==> src/rtl/uart_byte_transmitter_pkg.sv <==
// -----------------------------------------------------------------------------
// uart_byte_transmitter_pkg
// Shared definitions for the UART byte transmitter:
//   - tx_state_e  : transmit FSM state encoding (2 bits)
//   - UART_ADDR_* : CPU memory-mapped UART register addresses
//   - DATA_BITS / FRAME_BITS : 8N1 frame geometry
//   - symbol_time : clock cycles per serial bit for a given clock/baud pair
// -----------------------------------------------------------------------------
package uart_byte_transmitter_pkg;

    typedef enum logic [1:0] {
        IDLE  = 2'd0,
        START = 2'd1,
        DATA  = 2'd2,
        STOP  = 2'd3
    } tx_state_e;

    localparam logic [31:0] UART_ADDR_CTRL    = 32'h8000_0000;
    localparam logic [31:0] UART_ADDR_RX_DATA = 32'h8000_0004;
    localparam logic [31:0] UART_ADDR_TX_DATA = 32'h8000_0008;
    localparam logic [31:0] UART_ADDR_STATUS  = 32'h8000_000C;

    localparam int DATA_BITS  = 8;
    localparam int FRAME_BITS = 10;

    function automatic int symbol_time(input int clock_freq, input int baud_rate);
        return clock_freq / baud_rate;
    endfunction

endpackage

==> src/rtl/uart_byte_transmitter_fifo.sv <==
// -----------------------------------------------------------------------------
// uart_tx_fifo
// Synchronous first-word-fall-through FIFO buffering bytes for the transmitter.
// Ports:
//   clk_i    in   clock, rising edge
//   rst_ni   in   asynchronous reset, active low (empties the FIFO)
//   push_i   in   write din_i this edge (ignored when full)
//   din_i    in   WIDTH data to write
//   pop_i    in   remove head entry this edge (ignored when empty)
//   dout_o   out  head entry, valid whenever empty_o is low
//   full_o   out  count_o == DEPTH
//   empty_o  out  count_o == 0
//   count_o  out  number of stored entries, $clog2(DEPTH)+1 bits
// -----------------------------------------------------------------------------
module uart_tx_fifo #(
    parameter int WIDTH = 8,
    parameter int DEPTH = 4
) (
    input  logic                     clk_i,
    input  logic                     rst_ni,
    input  logic                     push_i,
    input  logic [WIDTH-1:0]         din_i,
    input  logic                     pop_i,
    output logic [WIDTH-1:0]         dout_o,
    output logic                     full_o,
    output logic                     empty_o,
    output logic [$clog2(DEPTH):0]   count_o
);
    localparam int PTR_W = $clog2(DEPTH);
    localparam int CNT_W = PTR_W + 1;

    logic [WIDTH-1:0] mem_q [DEPTH];
    logic [PTR_W-1:0] wr_ptr_q, wr_ptr_d;
    logic [PTR_W-1:0] rd_ptr_q, rd_ptr_d;
    logic [CNT_W-1:0] count_q, count_d;
    logic             do_push, do_pop;

    assign full_o  = (count_q == CNT_W'(DEPTH));
    assign empty_o = (count_q == '0);
    assign count_o = count_q;
    assign dout_o  = mem_q[rd_ptr_q];

    assign do_push = push_i & ~full_o;
    assign do_pop  = pop_i & ~empty_o;

    // Pointers wrap naturally because DEPTH is a power of two.
    always_comb begin
        wr_ptr_d = wr_ptr_q + PTR_W'(do_push);
        rd_ptr_d = rd_ptr_q + PTR_W'(do_pop);
        count_d  = count_q + CNT_W'(do_push) - CNT_W'(do_pop);
    end

    always_ff @(posedge clk_i or negedge rst_ni) begin
        if (!rst_ni) begin
            wr_ptr_q <= '0;
            rd_ptr_q <= '0;
            count_q  <= '0;
        end else begin
            wr_ptr_q <= wr_ptr_d;
            rd_ptr_q <= rd_ptr_d;
            count_q  <= count_d;
        end
    end

    // Storage carries no reset; the count alone decides what is valid.
    always_ff @(posedge clk_i) begin
        if (do_push) begin
            mem_q[wr_ptr_q] <= din_i;
        end
    end

endmodule

==> src/rtl/uart_byte_transmitter.sv <==
// -----------------------------------------------------------------------------
// uart_byte_transmitter
// Accepts bytes on a valid/ready handshake, buffers them in uart_tx_fifo and
// sends each one on SOut as an 8N1 frame (start, 8 data bits LSB first, stop).
// Ports:
//   clk          in   system clock, rising edge
//   rst_n        in   asynchronous reset, active low
//   DataIn       in   byte to transmit
//   DataInValid  in   DataIn is valid this cycle
//   DataInReady  out  a byte can be accepted this cycle (registered)
//   SOut         out  serial line, idles high (registered)
//   TxBusy       out  frame in flight or FIFO non-empty (registered)
// -----------------------------------------------------------------------------
module uart_byte_transmitter
    import uart_byte_transmitter_pkg::*;
#(
    parameter int CLOCK_FREQ = 50_000_000,
    parameter int BAUD_RATE  = 115_200,
    parameter int FIFO_DEPTH = 4
) (
    input  logic       clk,
    input  logic       rst_n,
    input  logic [7:0] DataIn,
    input  logic       DataInValid,
    output logic       DataInReady,
    output logic       SOut,
    output logic       TxBusy
);
    localparam int SYMBOL_TIME = symbol_time(CLOCK_FREQ, BAUD_RATE);
    localparam int TIMER_W     = (SYMBOL_TIME > 1) ? $clog2(SYMBOL_TIME) : 1;
    localparam int CNT_W       = $clog2(FIFO_DEPTH) + 1;

    localparam logic [TIMER_W-1:0] TIMER_LAST = TIMER_W'(SYMBOL_TIME - 1);
    localparam logic [2:0]         LAST_BIT   = 3'(DATA_BITS - 1);
    localparam logic [CNT_W-1:0]   DEPTH_CNT  = CNT_W'(FIFO_DEPTH);

    tx_state_e          state_q, state_d;
    logic [TIMER_W-1:0] timer_q, timer_d;
    logic [2:0]         idx_q, idx_d;
    logic [7:0]         shift_q, shift_d;
    logic               sout_q, sout_d;
    logic               ready_q, ready_d;
    logic               busy_q, busy_d;

    logic               push, pop;
    logic [7:0]         fifo_dout;
    logic               fifo_full, fifo_empty;
    logic [CNT_W-1:0]   fifo_count;
    logic [CNT_W-1:0]   count_nxt;

    // Bytes offered while DataInReady is low are dropped, not held.
    assign push = DataInValid & ready_q & ~fifo_full;

    uart_tx_fifo #(
        .WIDTH (8),
        .DEPTH (FIFO_DEPTH)
    ) u_fifo (
        .clk_i   (clk),
        .rst_ni  (rst_n),
        .push_i  (push),
        .din_i   (DataIn),
        .pop_i   (pop),
        .dout_o  (fifo_dout),
        .full_o  (fifo_full),
        .empty_o (fifo_empty),
        .count_o (fifo_count)
    );

    always_comb begin
        state_d = state_q;
        timer_d = timer_q;
        idx_d   = idx_q;
        shift_d = shift_q;
        sout_d  = sout_q;
        pop     = 1'b0;

        unique case (state_q)
            IDLE: begin
                sout_d = 1'b1;
                if (!fifo_empty) begin
                    pop     = 1'b1;
                    shift_d = fifo_dout;
                    sout_d  = 1'b0;
                    timer_d = '0;
                    state_d = START;
                end
            end
            START: begin
                if (timer_q == TIMER_LAST) begin
                    timer_d = '0;
                    idx_d   = '0;
                    sout_d  = shift_q[0];
                    state_d = DATA;
                end else begin
                    timer_d = timer_q + 1'b1;
                end
            end
            DATA: begin
                if (timer_q == TIMER_LAST) begin
                    timer_d = '0;
                    idx_d   = idx_q + 3'd1;
                    if (idx_q == LAST_BIT) begin
                        sout_d  = 1'b1;
                        state_d = STOP;
                    end else begin
                        // SOut is registered, so present the next bit before shifting.
                        shift_d = shift_q >> 1;
                        sout_d  = shift_q[1];
                    end
                end else begin
                    timer_d = timer_q + 1'b1;
                end
            end
            STOP: begin
                if (timer_q == TIMER_LAST) begin
                    timer_d = '0;
                    if (!fifo_empty) begin
                        // Chain straight into the next start bit with no idle gap.
                        pop     = 1'b1;
                        shift_d = fifo_dout;
                        sout_d  = 1'b0;
                        state_d = START;
                    end else begin
                        sout_d  = 1'b1;
                        state_d = IDLE;
                    end
                end else begin
                    timer_d = timer_q + 1'b1;
                end
            end
            default: begin
                sout_d  = 1'b1;
                state_d = IDLE;
            end
        endcase

        count_nxt = fifo_count + CNT_W'(push) - CNT_W'(pop);
        ready_d   = (count_nxt < DEPTH_CNT);
        busy_d    = (state_d != IDLE) || (count_nxt != '0);
    end

    always_ff @(posedge clk or negedge rst_n) begin
        if (!rst_n) begin
            state_q <= IDLE;
            timer_q <= '0;
            idx_q   <= '0;
            sout_q  <= 1'b1;
            ready_q <= 1'b0;
            busy_q  <= 1'b0;
        end else begin
            state_q <= state_d;
            timer_q <= timer_d;
            idx_q   <= idx_d;
            sout_q  <= sout_d;
            ready_q <= ready_d;
            busy_q  <= busy_d;
        end
    end

    always_ff @(posedge clk) begin
        shift_q <= shift_d;
    end

    assign DataInReady = ready_q;
    assign SOut        = sout_q;
    assign TxBusy      = busy_q;

endmodule

==> config.mk <==
export PLATFORM = sky130hd
export DESIGN_NAME = uart_byte_transmitter
export DESIGN_NICKNAME = d
export VERILOG_FILES = /design/src/rtl/uart_byte_transmitter_pkg.sv /design/src/rtl/uart_byte_transmitter_fifo.sv /design/src/rtl/uart_byte_transmitter.sv
export SDC_FILE = /design/constraint.sdc
export NUM_CORES = 1
export LEC_CHECK = 0
export BUFFER_PORTS_ARGS = -buffer_cell sky130_fd_sc_hd__buf_2
export CAP_MARGIN = 20
export CORE_ASPECT_RATIO = 0.8
export CORE_MARGIN = 1.5
export CORE_UTILIZATION = 61
export CTS_CLUSTER_SIZE = 25
export DETAILED_ROUTE_END_ITERATION = 7
export PLACE_DENSITY = 0.91
export REMOVE_ABC_BUFFERS = 1
export SYNTH_ARGS = -nofsm -noshare
export SYNTH_HDL_FRONTEND = slang
export SYNTH_SLANG_ARGS = --single-unit
==> constraint.sdc <==
create_clock -name clk -period 5.5 [get_ports clk]
set_input_delay 0.825 -clock clk [delete_from_list [all_inputs] [get_ports clk]]
set_output_delay 0.825 -clock clk [all_outputs]
set_load 0.02 [all_outputs]
==> flow_summary.json, run 1 <==
{
  "core_area_mm2": 0.00462,
  "critPathKind": "flip-flop to flip-flop",
  "worstSetupStartpointType": "flip-flop",
  "status": "finished, final reports clean",
  "fin_setup_tns_ns": 0,
  "firstDrtPassIters": 4,
  "worst_hold_slack_ns": 0.464,
  "max-vdd-ir-drop_mv": 0.267,
  "mostFrequentLayoutCell": "edfxtp_1",
  "max_slew.worst_pin.slew_ns": 0.742,
  "cts_tree": "yes",
  "via_per_inst": 6.07,
  "stdcell_area_mm2": 0.00324,
  "io_pins": 14,
  "ys_types": 45,
  "crit-reg2reg-launch": "timer_q[0]",
  "avgSynthCellArea_um2": 13.5,
  "num_vias": 1834,
  "seq_power_share_pct": 53.6,
  "cts_resized": 0,
  "die_h_um": 65.3,
  "postCtsSetupRepairBufs": 0,
  "finish.utilization_pct": 70.1,
  "hpwl_um": 3620,
  "p_per_area_mw_per_mm2": 355,
  "dieArea_mm2": 0.00528,
  "slew_violations": 0,
  "placed_cells": 286,
  "worstSetupEndpointType": "flip-flop",
  "p_int_uw": 824,
  "p_leak_nw": 1.27,
  "syn_area_mm2": 0.00296,
  "swShare_pct": 28.4,
  "synth_top_area_share_pct": 40.6,
  "synth_cells": 219,
  "fin_cells": 302,
  "cts_inserted_buffers": 9,
  "drive_gt1_share_pct": 18.2,
  "grt_usage_pct": 23.6,
  "max-cap-violations": 0,
  "finalClockSkew_ns": 0.00776,
  "synthTopCellsByArea": "edfxtp_1 (41%), dfrtp_1 (19%), mux4_2 (6.1%), ha_1 (5.1%), a22o_1 (3.0%)",
  "antenna_found_initial": 0,
  "pwr-share-comb_pct": 17.2,
  "synthArstFlopShare_pct": 37.5,
  "hold_path.class": "input pin to async pin",
  "die_x_um": 80.9,
  "finalHoldViolCount": 0,
  "clock_path_buffers": 2,
  "start_util_pct": 64.0,
  "root_buffer": "clkbuf_8",
  "grt_pass1_vias": 1854,
  "cp_max_fo": 6,
  "drt-total-wl_um": 5300,
  "mostFrequentLayoutCells": "edfxtp_1 (40), dfrtp_1 (23), nand2_1 (20)",
  "slew-limit-headroom_pct": 50.3,
  "cts_hold_buffers": 0,
  "port_buffers": 13,
  "post-route-drc-count": 0,
  "grt_first_pass_wirelength_um": 8940,
  "ys_seq_elements": 64,
  "fin_ws_ns": 2.23,
  "cts_sinks": 64,
  "nFillCells": 326,
  "fin_nets": 262,
  "place.gp.congestion": 0.854,
  "area_growth_pct": 9.51,
  "pwr-share-clk_pct": 29.2,
  "synth_ff_type": "edfxtp_1",
  "synth_edf_count": 40,
  "fin_crit_sh_pct": 59.4,
  "pre_cts_slack_ns": 2.31,
  "finalSetupViolCount": 0,
  "ys_warn_count": 0,
  "cp_data_required_time_ns": 5.68,
  "fmax_mhz": 306,
  "grt-ovfl-total": 0,
  "period_minus_slack_ns": 3.27,
  "n_antenna_cell": 0,
  "path_clk_slew_ns": 0.07,
  "ys_seq_area_share_pct": 60.9,
  "reg2reg_to": "TxBusy",
  "drt_iter0_markers": 147,
  "r2r_setup_slack_ns": 2.23,
  "switchingPower_uw": 327,
  "arrival_ns": 3.45,
  "antenna_left": 0,
  "grt_start_max_net_pins": 25,
  "post_dp_cell_area_mm2": 0.00308,
  "cp-startpoint": "timer_q[0]",
  "rows": 22,
  "cts.htree.levels": 3,
  "clk_latency_ns": 0.34,
  "finalPower_mw": 1.15,
  "reg2regPathDepth": 13,
  "yosys.area.top_type": "edfxtp_1",
  "routedWlPerCell_um": 17.5,
  "rsz0062_at_grt": "false"
}
## cell usage after synthesis, types with 3 or more instances
cell and n:
mux4_2 8, edfxtp_1 40, a31oi_1 4, clkbuf_1 4, buf_2 3, nand3_1 4
a32o_1 3, nor3_1 5, inv_1 12, nor2_1 11, a22o_1 10, dfrtp_1 23
or3_1 3, a21oi_1 5, xor2_1 3, o21ai_0 14, xnor2_1 4, nand2_1 20
ha_1 12
## area by class of cell
class / instances / area (µm²) / area share (%)
inverter: 12 / 45.0 / 1.39
timing repair buffer: 14 / 72.6 / 2.24
multi-input combinational: 136 / 1080 / 33.4
sequential: 64 / 1800 / 55.6
tap: 60 / 75.1 / 2.31
clock buffer: 10 / 128 / 3.94
clock inverter: 6 / 36.3 / 1.12
## registers in the layout, summed over array words and instances, names as in the netlist
signal,flops
u_fifo.mem_q,32
timer_q,9
shift_q,8
idx_q,3
u_fifo.count_o,3
state_q,2
u_fifo.rd_ptr_q,2
u_fifo.wr_ptr_q,2
DataInReady,1
SOut,1
TxBusy,1
## logic make-up (layout without fill, tap and decap cells)
| logic type | count (synthesis) | after routing | share of synthesized area (%) |
|---|---|---|---|
| adders and majority gates | 14 | 14 | 6.42 |
| muxes | 10 | 10 | 6.80 |
| and+or+nand+nor | 58 | 58 | 10.1 |
| buffers and inverters | 19 | 42 | 2.53 |
| DFF | 64 | 64 | 60.9 |
| xor gates and xnor gates | 7 | 7 | 2.07 |
| AOI/OAI and AO/OA | 47 | 47 | 11.2 |
## power groups by stage
stage	clock (mW)	sequential [mW]	combinational (mW)
after floorplan	0	0.619	0.139
after global placement	0	0.619	0.183
after detailed placement	0	0.624	0.197
after CTS	0.341	0.615	0.200
after global routing	0.363	0.622	0.227
final	0.336	0.616	0.198
## how the worst max path moves through the flow
stage	to	cells after the start
after floorplan	TxBusy	13
after global placement	TxBusy	13
after detailed placement	TxBusy	13
after CTS	TxBusy	13
after global routing	TxBusy	14
final	TxBusy	13
## per-layer routing
layer | track usage [%] | part of all wire [%]
met3 | 7.92 | 5.5
met2 | 36.0 | 49
met4 | 8.62 | 1.1
met1 | 31.8 | 45
met5 | 0 | 0
## critical path, cell delays in order (launching register included)
cell,delay [ns]
dfrtp_1,0.44
ha_1,0.24
and4b_1,0.27
a31oi_1,0.35
nand2b_1,0.22
inv_1,0.07
ha_1,0.27
inv_1,0.06
ha_1,0.13
inv_1,0.05
fa_1,0.37
xnor2_1,0.21
nor4bb_1,0.31
o211ai_1,0.13
No activity file was read; power rests on OpenSTA's default activity.
==> run 2, diff against run 1 <==
Settings changed: CORE_UTILIZATION 61 to 55, PLACE_DENSITY 0.91 to 0.87.
Clock period 5.5 ns to 2.9 ns, I/O delays scaled along.
==> run 2 against run 1 <==
Compared with the run above: the run now ends with design-rule violations left; critical path depth fell by 1; first-iteration DRC count fell by 35%; sequential power rose by 87%; clock power rose to 3.0 times the previous value; routed wire length rose by 3.4%; cell count rose by 6.3%; core utilization fell by 0.56 points; sequential cell count did not move; clock skew fell by 0.0036 ns; hold slack got worse by 0.38 ns; critical endpoint unchanged.
==> flow_summary.json, run 2 (synthesis results as in run 1) <==
{
  "grt_start_max_net_pins": 25,
  "die_x_um": 85.0,
  "nFillCells": 319,
  "finalHoldViolCount": 0,
  "finish.utilization_pct": 69.6,
  "root_buffer": "clkbuf_8",
  "finalPower_mw": 2.65,
  "slew_violations": 0,
  "cts_sinks": 64,
  "area_growth_pct": 19.6,
  "cts_hold_buffers": 0,
  "finalSetupViolCount": 0,
  "antenna_left": 0,
  "crit_path_cell_trace": "ha_2 -> and4b_2 -> a31oi_4 -> nand2b_4 -> inv_2 -> ha_4 -> inv_1 -> ha_2 -> inv_2 -> fa_2 -> nor4bb_4 -> o211ai_1",
  "regMostFlops": "u_fifo.mem_q",
  "drt-total-wl_um": 5480,
  "worstSetupStartpointType": "flip-flop",
  "n_antenna_cell": 0,
  "violations": "design-rule violations",
  "worstSetupEndpointType": "flip-flop",
  "pwr-share-comb_pct": 18.9,
  "use_met1_pct": 25.4,
  "start_util_pct": 58.1,
  "clk_latency_ns": 0.33,
  "use_met3_pct": 6.07,
  "dieArea_mm2": 0.00584,
  "crit_path_max_incr_delay_ns": 0.51,
  "worst_hold_slack_ns": 0.0875,
  "slowest_stage": "fa_2",
  "p_per_area_mw_per_mm2": 748,
  "grt-ovfl-total": 0,
  "drive_gt1_share_pct": 28.6,
  "fmax_mhz": 353,
  "arrival_ns": 3.00,
  "p_leak_nw": 1.43,
  "port_buffers": 13,
  "finalClockSkew_ns": 0.00411,
  "slew-limit-headroom_pct": 51.0,
  "critPathKind": "flip-flop to flip-flop",
  "cp_data_required_time_ns": 3.07,
  "largest_register_ffs": 32,
  "pwr-share-clk_pct": 37.5,
  "rows": 23,
  "fin_nets": 279,
  "largestRegisters": "u_fifo.mem_q (32), timer_q (9), shift_q (8)",
  "use_met2_pct": 32.4,
  "path_clk_slew_ns": 0.07,
  "place.gp.congestion": 0.859,
  "cts_inserted_buffers": 9,
  "via_per_inst": 5.86,
  "mostFrequentLayoutCells": "edfxtp_1 (40), dfrtp_1 (23), nand2_1 (20)",
  "p_int_mw": 2.01,
  "mostFrequentLayoutCell": "edfxtp_1",
  "hpwl_um": 3600,
  "grt_usage_pct": 20.1,
  "cp_max_fo": 2,
  "num_vias": 1882,
  "clock_path_buffers": 2,
  "switchingPower_uw": 643,
  "max-vdd-ir-drop_mv": 0.666,
  "antenna_found_initial": 0,
  "io_pins": 14,
  "busiest_layer": "met2",
  "seq_power_share_pct": 43.5,
  "post-route-drc-count": 1,
  "firstDrtPassIters": 6,
  "swShare_pct": 24.3,
  "period_minus_slack_ns": 2.83,
  "die_h_um": 68.6,
  "max_slew.worst_pin.slew_ns": 0.732,
  "cts_tree": "yes",
  "hold_path.class": "input pin to async pin",
  "routedWlPerCell_um": 17.1,
  "grt_first_pass_wirelength_um": 8420,
  "drt_iter0_markers": 95,
  "cts.htree.levels": 3,
  "fin_crit_sh_pct": 97.6,
  "status": "complete, but fails checks",
  "core_area_mm2": 0.00509,
  "grt_pass1_vias": 1798,
  "max-cap-violations": 0
}
## run 2: cell types whose count changed in the layout (fill, tap and decap cells not counted), sizes merged
cell | before | now
buf | 14 | 31
clkbuf | 10 | 9
inv | 12 | 14
bufinv | 0 | 4
clkinv | 3 | 1
clkinvlp | 3 | 0
## run 2: timing repair
action | in CTS | in global routing
endpoints found under the setup margin | 1 | 1
setup buffers | 1 | 4
gates resized for setup | 3 | 11
pin swaps | 2 | 4
## run 2: power by group through the flow
stage / sequential, mW / clock (mW) / combinational (mW)
CTS: 1.15 / 1.02 / 0.439
global placement: 1.16 / 0 / 0.369
floorplan: 1.17 / 0 / 0.263
finish: 1.15 / 0.995 / 0.502
detailed placement: 1.17 / 0 / 0.392
global route: 1.16 / 1.06 / 0.562
## run 2: through the flow
| stage | worst slack [ns] | area, µm² | std cells | TNS [ns] |
|---|---|---|---|---|
| 2_1_floorplan | 0.0601 | 2930 | 212 | 0 |
| 3_3_place_gp | 0.0756 | 3170 | 300 | 0 |
| 3_5_place_dp | -0.0552 | 3170 | 300 | -0.0552 |
| 4_1_cts | 0.0205 | 3470 | 317 | 0 |
| 5_1_grt | -0.0286 | 3540 | 321 | -0.0286 |
| 6_report | 0.0692 | 3540 | 321 | 0 |
## run 2: path summary, 6_finish.rpt
check | startpoint | endpoint | slack (ns) | cells after the start
max reg2reg | timer_q[0] | TxBusy | 0.07 | 12
min reg2reg | idx_q[1] | idx_q[1] | 0.51 | 1
max | timer_q[0] | TxBusy | 0.07 | 12
max in group asynchronous | rst_n | SOut | 2.44 | 1
min | rst_n | timer_q[7] | 0.09 | 1
min in group clk | DataIn[2] | u_fifo.mem_q[2][2] | 0.31 | 1
## run 2: critical path: cells and delay by family (launching register included)
kind                     cells  cell delay (ns)
adder cells (fa/ha/maj)      4             1.07
flip-flops                   1             0.40
AO/OA/AOI/OAI                2             0.36
buffers and inverters        3             0.16
AND/OR/NAND/NOR              3             0.70
## run 2: final cells by class
| cell class | count | area (µm²) | share of cell area (%) |
|---|---|---|---|
| Inverter | 12 | 45.0 | 1.27 |
| Multi-Input combinational cell | 136 | 1150 | 32.5 |
| Clock inverter | 7 | 141 | 3.99 |
| Sequential cell | 64 | 1800 | 50.9 |
| Timing Repair Buffer | 31 | 200 | 5.65 |
| Tap cell | 62 | 77.6 | 2.19 |
| Clock buffer | 9 | 124 | 3.50 |
## run 2: per-layer routing
metal  wire [µm]  vias up
met5           0        -
met4          85        0
met3         259        9
met2        2710       56
met1        2420      915
li1            -      902
==> run 3, diff against run 2 <==
Settings changed: REMOVE_ABC_BUFFERS 1 to default.
==> run 3 against run 2 <==
Compared with the run above: the flow still finishes with violations (design-rule violations); global-route usage increased by 0.80 points; combinational power is 12% lower; sequential share of layout area increased by 2.2 points; critical path depth rose by 1; via count is 0.96% higher; register-to-register slack better by 0.07 ns; clock-buffer cell count is the same; core utilization shrank 2.8 points; total power is 15% lower; non-clock buffer count decreased by 5; clock power down 34%; critical path type unchanged; critical endpoint unchanged; highest routed layer unchanged.
==> flow_summary.json, run 3 (synthesis results as in run 1) <==
{
  "status": "complete, but fails checks",
  "violations": "design-rule violations",
  "seq_power_share_pct": 51.3,
  "hold_path.class": "input pin to async pin",
  "crit_cells": 13,
  "clock_path_buffers": 2,
  "largestRegisters": "u_fifo.mem_q (32), timer_q (9), shift_q (8)",
  "cp_max_fo": 3,
  "fin_ws_ns": 0.139,
  "die_h_um": 68.6,
  "period_minus_slack_ns": 2.76,
  "cts_inserted_buffers": 9,
  "worst_hold_slack_ns": 0.0692,
  "dieArea_mm2": 0.00584,
  "grt-ovfl-total": 0,
  "die_x_um": 85.0,
  "pre_cts_slack_ns": -0.0536,
  "cts_tree": "yes",
  "finalHoldViolCount": 0,
  "swShare_pct": 28.7,
  "max-vdd-ir-drop_mv": 0.525,
  "mostFrequentLayoutCells": "edfxtp_1 (40), dfrtp_1 (23), nand2_1 (20)",
  "area_growth_pct": 14.8,
  "critPathKind": "flip-flop to flip-flop",
  "cts_sinks": 64,
  "slowest_stage": "fa_2",
  "p_per_area_mw_per_mm2": 664,
  "pwr-share-clk_pct": 29.2,
  "reg2regPathDepth": 13,
  "grt_start_max_net_pins": 25,
  "syn_nets": 244,
  "antenna_found_initial": 0,
  "largest_register_ffs": 32,
  "via_per_inst": 6.01,
  "antenna_left": 0,
  "fin_cells": 316,
  "cp_common_cell": "inv_1",
  "top_layer": "met4",
  "place.gp.congestion": 0.865,
  "cts.htree.levels": 3,
  "p_int_mw": 1.61,
  "grt_first_pass_wirelength_um": 8890,
  "p_leak_nw": 1.35,
  "regMostFlops": "u_fifo.mem_q",
  "nFillCells": 343,
  "worstSetupEndpointType": "flip-flop",
  "finalPower_mw": 2.26,
  "clk_latency_ns": 0.35,
  "core_area_mm2": 0.00509,
  "n_antenna_cell": 0,
  "rows": 23,
  "io_pins": 14,
  "wl_met3_um": 208,
  "switchingPower_uw": 647,
  "post-route-drc-count": 1,
  "drt-total-wl_um": 5420,
  "finalSetupViolCount": 0,
  "drive_gt1_share_pct": 25.6,
  "postCtsSetupRepairBufs": 0,
  "port_buffers": 13,
  "path_clk_slew_ns": 0.08,
  "arrival_ns": 2.95,
  "m1WireLength_um": 2490,
  "drt_iter0_markers": 124,
  "start_util_pct": 58.1,
  "pwr-share-comb_pct": 19.6,
  "cpLargestDelayFamily": "adder cells",
  "crit_path_max_incr_delay_ns": 0.51,
  "routedWlPerCell_um": 17.2,
  "mostFrequentLayoutCell": "edfxtp_1",
  "grt_usage_pct": 20.9,
  "hpwl_um": 3730,
  "cp_data_required_time_ns": 3.09,
  "fin_nets": 274,
  "slew-limit-headroom_pct": 48.2,
  "firstDrtPassIters": 6,
  "wl_met2_um": 2590,
  "cp.buffers_inverters": 4,
  "max_slew.worst_pin.slew_ns": 0.775,
  "num_vias": 1900,
  "finalClockSkew_ns": 0.0147,
  "fin_crit_sh_pct": 95.2,
  "max-cap-violations": 0,
  "crit_path_cell_trace": "inv_1 -> ha_2 -> and4b_1 -> a31oi_4 -> nand2b_4 -> inv_2 -> ha_1 -> inv_1 -> ha_1 -> inv_1 -> fa_2 -> nor4bb_4 -> o211ai_1",
  "fmax_mhz": 362,
  "root_buffer": "clkbuf_8",
  "slew_violations": 0,
  "worstSetupStartpointType": "flip-flop",
  "placed_cells": 300,
  "grt_pass1_vias": 1884
}
==> run 3: changes by cell type in the layout (fill, tap and decap cells not counted), moves of 2 or more <==
cell        before  now
buf_4           18   13
bufinv_16        4    0
clkinvlp_4       0    3
clkinv_4         0    2
ha_1             9   11
inv_6            2    0
==> run 3: worst paths after layout <==
kind,start,end,slack [ns]
setup / recovery,timer_q[1],TxBusy,0.14
hold / removal,rst_n,DataInReady,0.07
setup reg to reg,timer_q[1],TxBusy,0.14
hold reg to reg,idx_q[0],idx_q[0],0.52
max in group asynchronous,rst_n,SOut,2.45
min in group clk,DataIn[6],u_fifo.mem_q[3][6],0.30
==> run 3: repair_timing <==
item                                    4_1_cts  5_1_grt
endpoints found under the setup margin        1        1
hold buffers                                  0        0
resized for setup                             2        9
pin swaps                                     1        5
==> run 3: worst register-to-register path, stage by stage (launching register included) <==
cell,delay [ns]
dfrtp_1,0.35
inv_1,0.05
ha_2,0.18
and4b_1,0.22
a31oi_4,0.21
nand2b_4,0.17
inv_2,0.04
ha_1,0.26
inv_1,0.06
ha_1,0.13
inv_1,0.05
fa_2,0.51
nor4bb_4,0.27
o211ai_1,0.12
==> run 3: cell type report <==
cell class | count | area, µm² | area share (%)
well taps | 62 | 77.6 | 2.28
flip-flops and latches | 64 | 1800 | 53.0
clock buffers | 9 | 124 | 3.64
multi-input cells | 136 | 1140 | 33.5
repair buffers | 26 | 163 | 4.78
inverters | 12 | 45.0 | 1.32
clock inverters | 7 | 48.8 | 1.44
==> run 3: power groups by stage <==
stage	Combinational [mW]	Clock [mW]	Sequential (mW)
2_1_floorplan	0.267	0	1.17
3_3_place_gp	0.372	0	1.16
3_5_place_dp	0.395	0	1.17
4_1_cts	0.409	0.667	1.15
5_1_grt	0.495	0.709	1.17
6_report	0.442	0.658	1.16
==> run 3: stage by stage <==
step | utilization [%] | setup TNS (ns) | cell area [µm²]
after floorplan | - | 0 | 2960
after global placement | 62.3 | 0 | 3170
after detailed placement | 62.3 | -0.0536 | 3170
after CTS | 65.9 | 0 | 3360
after global routing | 66.7 | -0.00202 | 3400
final | 66.7 | 0 | 3400
==> run 3: metal layers <==
metal,vias to the layer above,track usage [%]
li1,896,-
met1,952,26.3
met2,39,33.0
met3,13,6.55
met4,0,11.1
met5,-,0
